<file path="src/rtl/div_twenty_seq.sv">
// Sequential unsigned restoring divider: one quotient bit per clock, start/busy/done handshake.
// Results are held from done until the next done or reset.
module div_twenty_seq #(
  parameter int WIDTH = 20
) (
  input  logic             clk,
  input  logic             rst_n,
  input  logic             start,
  input  logic [WIDTH-1:0] dividend,
  input  logic [WIDTH-1:0] divisor,
  output logic             busy,
  output logic             done,
  output logic [WIDTH-1:0] quotient,
  output logic [WIDTH-1:0] remainder,
  output logic             div_by_zero
);

  // state | meaning
  // IDLE  | waiting for start; accepts a request on any edge with start=1
  // RUN   | one restoring step per edge; counter runs WIDTH down to 0

  localparam int CW = $clog2(WIDTH + 1);

  typedef enum logic {
    S_IDLE = 1'b0,
    S_RUN  = 1'b1
  } state_t;

  state_t           r_state;
  logic [CW-1:0]    r_cnt;
  logic [WIDTH-1:0] r_dvd;
  logic [WIDTH-1:0] r_dvs;
  logic [WIDTH-1:0] r_part;
  logic [WIDTH-1:0] r_q;
  logic             r_busy;
  logic             r_done;
  logic [WIDTH-1:0] r_quot;
  logic [WIDTH-1:0] r_rem;
  logic             r_dbz;

  logic [WIDTH:0]   w_shift;
  logic [WIDTH:0]   w_trial;
  logic             w_qbit;
  logic [WIDTH-1:0] w_next_part;
  logic [WIDTH-1:0] w_next_q;

  // The partial remainder is always below the divisor, so it fits in WIDTH bits
  // between steps; only the shifted value and the trial need the extra bit.
  always_comb begin
    w_shift     = {r_part, r_dvd[WIDTH-1]};
    w_trial     = w_shift - {1'b0, r_dvs};
    w_qbit      = ~w_trial[WIDTH];
    w_next_part = w_qbit ? w_trial[WIDTH-1:0] : w_shift[WIDTH-1:0];
    w_next_q    = {r_q[WIDTH-2:0], w_qbit};
  end

  always_ff @(posedge clk) begin
    if (!rst_n) begin
      r_state <= S_IDLE;
      r_cnt   <= '0;
      r_dvd   <= '0;
      r_dvs   <= '0;
      r_part  <= '0;
      r_q     <= '0;
      r_busy  <= 1'b0;
      r_done  <= 1'b0;
      r_quot  <= '0;
      r_rem   <= '0;
      r_dbz   <= 1'b0;
    end else begin
      r_done <= 1'b0;
      case (r_state)
        S_IDLE: begin
          if (start) begin
            r_dvd   <= dividend;
            r_dvs   <= divisor;
            r_part  <= '0;
            r_q     <= '0;
            r_cnt   <= CW'(WIDTH);
            r_busy  <= 1'b1;
            r_state <= S_RUN;
          end
        end
        S_RUN: begin
          r_dvd  <= r_dvd << 1;
          r_part <= w_next_part;
          r_q    <= w_next_q;
          r_cnt  <= r_cnt - 1'b1;
          if (r_cnt == CW'(1)) begin
            r_state <= S_IDLE;
            r_busy  <= 1'b0;
            r_done  <= 1'b1;
            r_quot  <= w_next_q;
            r_rem   <= w_next_part;
            r_dbz   <= (r_dvs == '0);
          end
        end
        default: r_state <= S_IDLE;
      endcase
    end
  end

  assign busy        = r_busy;
  assign done        = r_done;
  assign quotient    = r_quot;
  assign remainder   = r_rem;
  assign div_by_zero = r_dbz;

endmodule

</file>
<file path="config.mk">
export PLATFORM = sky130hd
export DESIGN_NAME = div_twenty_seq
export DESIGN_NICKNAME = d
export VERILOG_FILES = /design/src/rtl/div_twenty_seq.sv
export SDC_FILE = /design/constraint.sdc
export NUM_CORES = 1
export LEC_CHECK = 0
export ABC_AREA = 1
export CORE_MARGIN = 2
export CORE_UTILIZATION = 59
export DETAILED_ROUTE_END_ITERATION = 6
export PLACE_DENSITY = 0.85
export SETUP_SLACK_MARGIN = 0.15
export SLEW_MARGIN = 20
export SYNTH_ARGS = -nofsm -noshare
export SYNTH_HDL_FRONTEND = slang
export SYNTH_SLANG_ARGS = --single-unit
</file>
<file path="constraint.sdc">
create_clock -name clk -period 4.9 [get_ports clk]
set_clock_uncertainty 0.1 [all_clocks]
set_input_delay 0.49 -clock clk [delete_from_list [all_inputs] [get_ports clk]]
set_output_delay 0.49 -clock clk [all_outputs]
set_load 0.01 [all_outputs]
</file>
==> flow_summary.json <==
{
  "status": "completed",
  "n_antenna_cell": 0,
  "cts_buffer_depth": 2,
  "yosysMostFrequentCell": "nand2_1",
  "worst_pin_slew_ns": 0.874,
  "post_cts_buffers": 0,
  "hold_buffers": 0,
  "ys_ff_latch": 128,
  "rsz0062_at_grt": "false",
  "ff2ff_path_depth": 12,
  "setup-violations-final": 0,
  "syn_inst": 897,
  "crit_end": "div_by_zero",
  "layout-drive-gt1-share_pct": 7.03,
  "synth.top_cells.by_count": "nand2_1, dfxtp_1, inv_1, a21oi_1, nand3_1",
  "wirelength_um": 15700,
  "worst-path-stages": 7,
  "p_switching_uw": 1650,
  "hold_class": "reg -> reg",
  "pwr-share-seq_pct": 29.1,
  "fin_nets": 1034,
  "netSwitchingFraction_pct": 40.5,
  "r2r_slack_ns": 2.14,
  "min_period_over_period_pct": 57.2,
  "drc": 0,
  "finalPower_uw": 4060,
  "power.internal_uw": 2410,
  "clk_pin_slew_ns": 0.06,
  "syn_avg_cell_area_um2": 6.95,
  "stdcell_area_um2": 7760,
  "die_y_um": 107,
  "ys_types": 35,
  "vias_per_cell": 5.37,
  "criticalPathCategory": "in -> reg",
  "clk_latency_ns": 0.53,
  "yosys.area.top_type_share_pct": 41.1,
  "root_buffer": "clkbuf_8",
  "power.density_nw_per_um2": 523,
  "async_flop_share_pct": 0,
  "drtPass1Iterations": 5,
  "overflow": 0,
  "cts-resized-gates": 0,
  "synthFlopType": "dfxtp_1",
  "gp_congestion": 1.01,
  "end_kind": "flip-flop",
  "wl_per_cell_um": 14.0,
  "coreArea_um2": 10300,
  "worstPathCellList": "clkdlybuf4s50_1 -> buf_4 -> inv_2 -> nor2_2 -> buf_4 -> inv_1 -> o21ai_0",
  "critPathTopFamily": "buffers and inverters",
  "netlist_area_um2": 6240,
  "vias": 5997,
  "crit-reg2reg-capture": "r_part[9]",
  "p_leak_uw": 0.00361,
  "maxSlewViolCount": 0,
  "synth_fp_nets": 963,
  "ant_nets": 0,
  "startpoint_type": "input port",
  "cp-startpoint": "rst_n",
  "grt_pass1_vias": 5702,
  "dieArea_um2": 11400,
  "synth_top_cell_by_area": "dfxtp_1",
  "synthTopCellsByArea": "dfxtp_1, nand2_1, inv_1",
  "std_cell_rows": 37,
  "setup_tns_ns": 0,
  "cp.arrival_ns": 3.15,
  "slowest_stage": "nor2_2",
  "post_dp_cell_area_um2": 7150,
  "critPathBufInv": 5,
  "synth-edff-count": 0,
  "cts_tree": "done",
  "ir_worst_vdd_uv": 285,
  "cp_max_fo": 45,
  "initial_utilization_pct": 60.7,
  "max_stage_delay_ns": 0.65,
  "combPwrFrac_pct": 39.1,
  "crit_required_ns": 5.25,
  "drt_iter0_drc": 411,
  "place_ws_ns": 1.60,
  "cpMostUsedCell": "buf_4",
  "io_buffers": 85,
  "max_cap_viol_count": 0,
  "yosysWarnings": 0,
  "grt_max_degree": 47,
  "p_clk_share_pct": 31.9,
  "grt_use_total_pct": 28.7,
  "place_hpwl_um": 10400,
  "htree_levels": 4,
  "setup_ws_ns": 2.10,
  "die_w_um": 107,
  "fmax_ghz": 0.357,
  "period_minus_slack_ns": 2.80,
  "finalHoldViolCount": 0,
  "grt_pass1_wl_um": 26300,
  "slew_headroom_pct": 41.7,
  "cts.sinks": 128,
  "antenna_found_initial": 0,
  "ioPinCount": 86,
  "ys_seq_area_share_pct": 41.1,
  "cts_buffers": 17,
  "r2r_start": "r_dvs[0]",
  "syn_to_final_growth_pct": 24.3
}
state kept, by name, indices dropped and copies added (netlist names), 5 cells and up:
| signal | count |
|---|---|
| r_cnt | 5 |
| quotient | 20 |
| r_part | 20 |
| r_dvs | 20 |
| remainder | 20 |
| r_q | 19 |
| r_dvd | 20 |
power groups by stage:
stage / combinational, µW / clock [µW] / sequential, µW
floorplan: 1210 / 0 / 1190
CTS: 1550 / 1290 / 1180
finish: 1580 / 1290 / 1180
detailed placement: 1520 / 0 / 1200
global placement: 1510 / 0 / 1200
global route: 1760 / 1350 / 1190
worst min path at each step:
stage,start,end,slack [ns],depth (start not counted)
floorplan,r_cnt[4],r_cnt[4],0.34,1
global placement,remainder[15],remainder[15],0.34,2
detailed placement,remainder[16],remainder[16],0.34,2
CTS,remainder[17],remainder[17],0.36,2
global route,remainder[17],remainder[17],0.38,2
finish,remainder[17],remainder[17],0.35,2
placed cells by master (no fill, tap or decap), types with 6 or more instances in the layout:
cell             netlist  final
nand4_1                7      7
inv_1                112    112
o21ai_0               24     24
a22oi_1               10     10
dfxtp_1              128    127
nor2_1                24     21
ha_1                  22     22
nand2_1              315    315
buf_4                  1      6
a22o_1                19     19
xnor2_1                9      9
clkbuf_16              0     16
clkdlybuf4s50_1        0     85
nand2_2               14     14
nand3_1               64     64
inv_6                  0      8
a21oi_1               75     75
nor3_1                 6      6
final cells by class:
class                      instances  area (µm²)
inverter                         114         428
clock buffer                      19         442
multi-input combinational        616        3090
timing repair buffer              91         896
fill                             792        2520
clock inverter                    13         165
sequential                       128        2560
tap                              136         170
worst reg2reg max path: stages, from the launching register on:
cell and delay (ns):
dfxtp_1 0.38, ha_1 0.16, inv_1 0.06, fa_1 0.44, nand2_1 0.09, nand3_1 0.08
and2_1 0.21, nand3b_4 0.11, nand4_2 0.16, nand2_2 0.39, nand2_1 0.23, nand3_1 0.12
a21oi_1 0.07
metrics by stage:
stage	util (%)	std cells	hold slack (ns)
global placement	69.6	1085	0.341
finish	75.5	1117	0.352
CTS	75.5	1117	0.355
floorplan	-	897	0.340
global route	75.5	1117	0.380
detailed placement	69.6	1085	0.344
metal layers:
layer | track usage, % | vias to the layer above | part of all wire, %
met4 | 11.5 | 0 | 2.3
met5 | 0 | - | 0
met1 | 36.5 | 2734 | 43
met3 | 5.53 | 35 | 7.0
met2 | 48.0 | 228 | 48
li1 | - | 3000 | -
kinds of logic after synthesis:
group	count (synthesis)	share of synthesized area, %
AO/OA/AOI/OAI	136	12.8
AND/OR/NAND/NOR	446	30.3
flip-flops	128	41.1
adder cells (fa/ha/maj)	23	4.73
XOR/XNOR	11	1.54
buffers and inverters	153	9.57
Note: power is estimated with default switching activity, not from simulation.
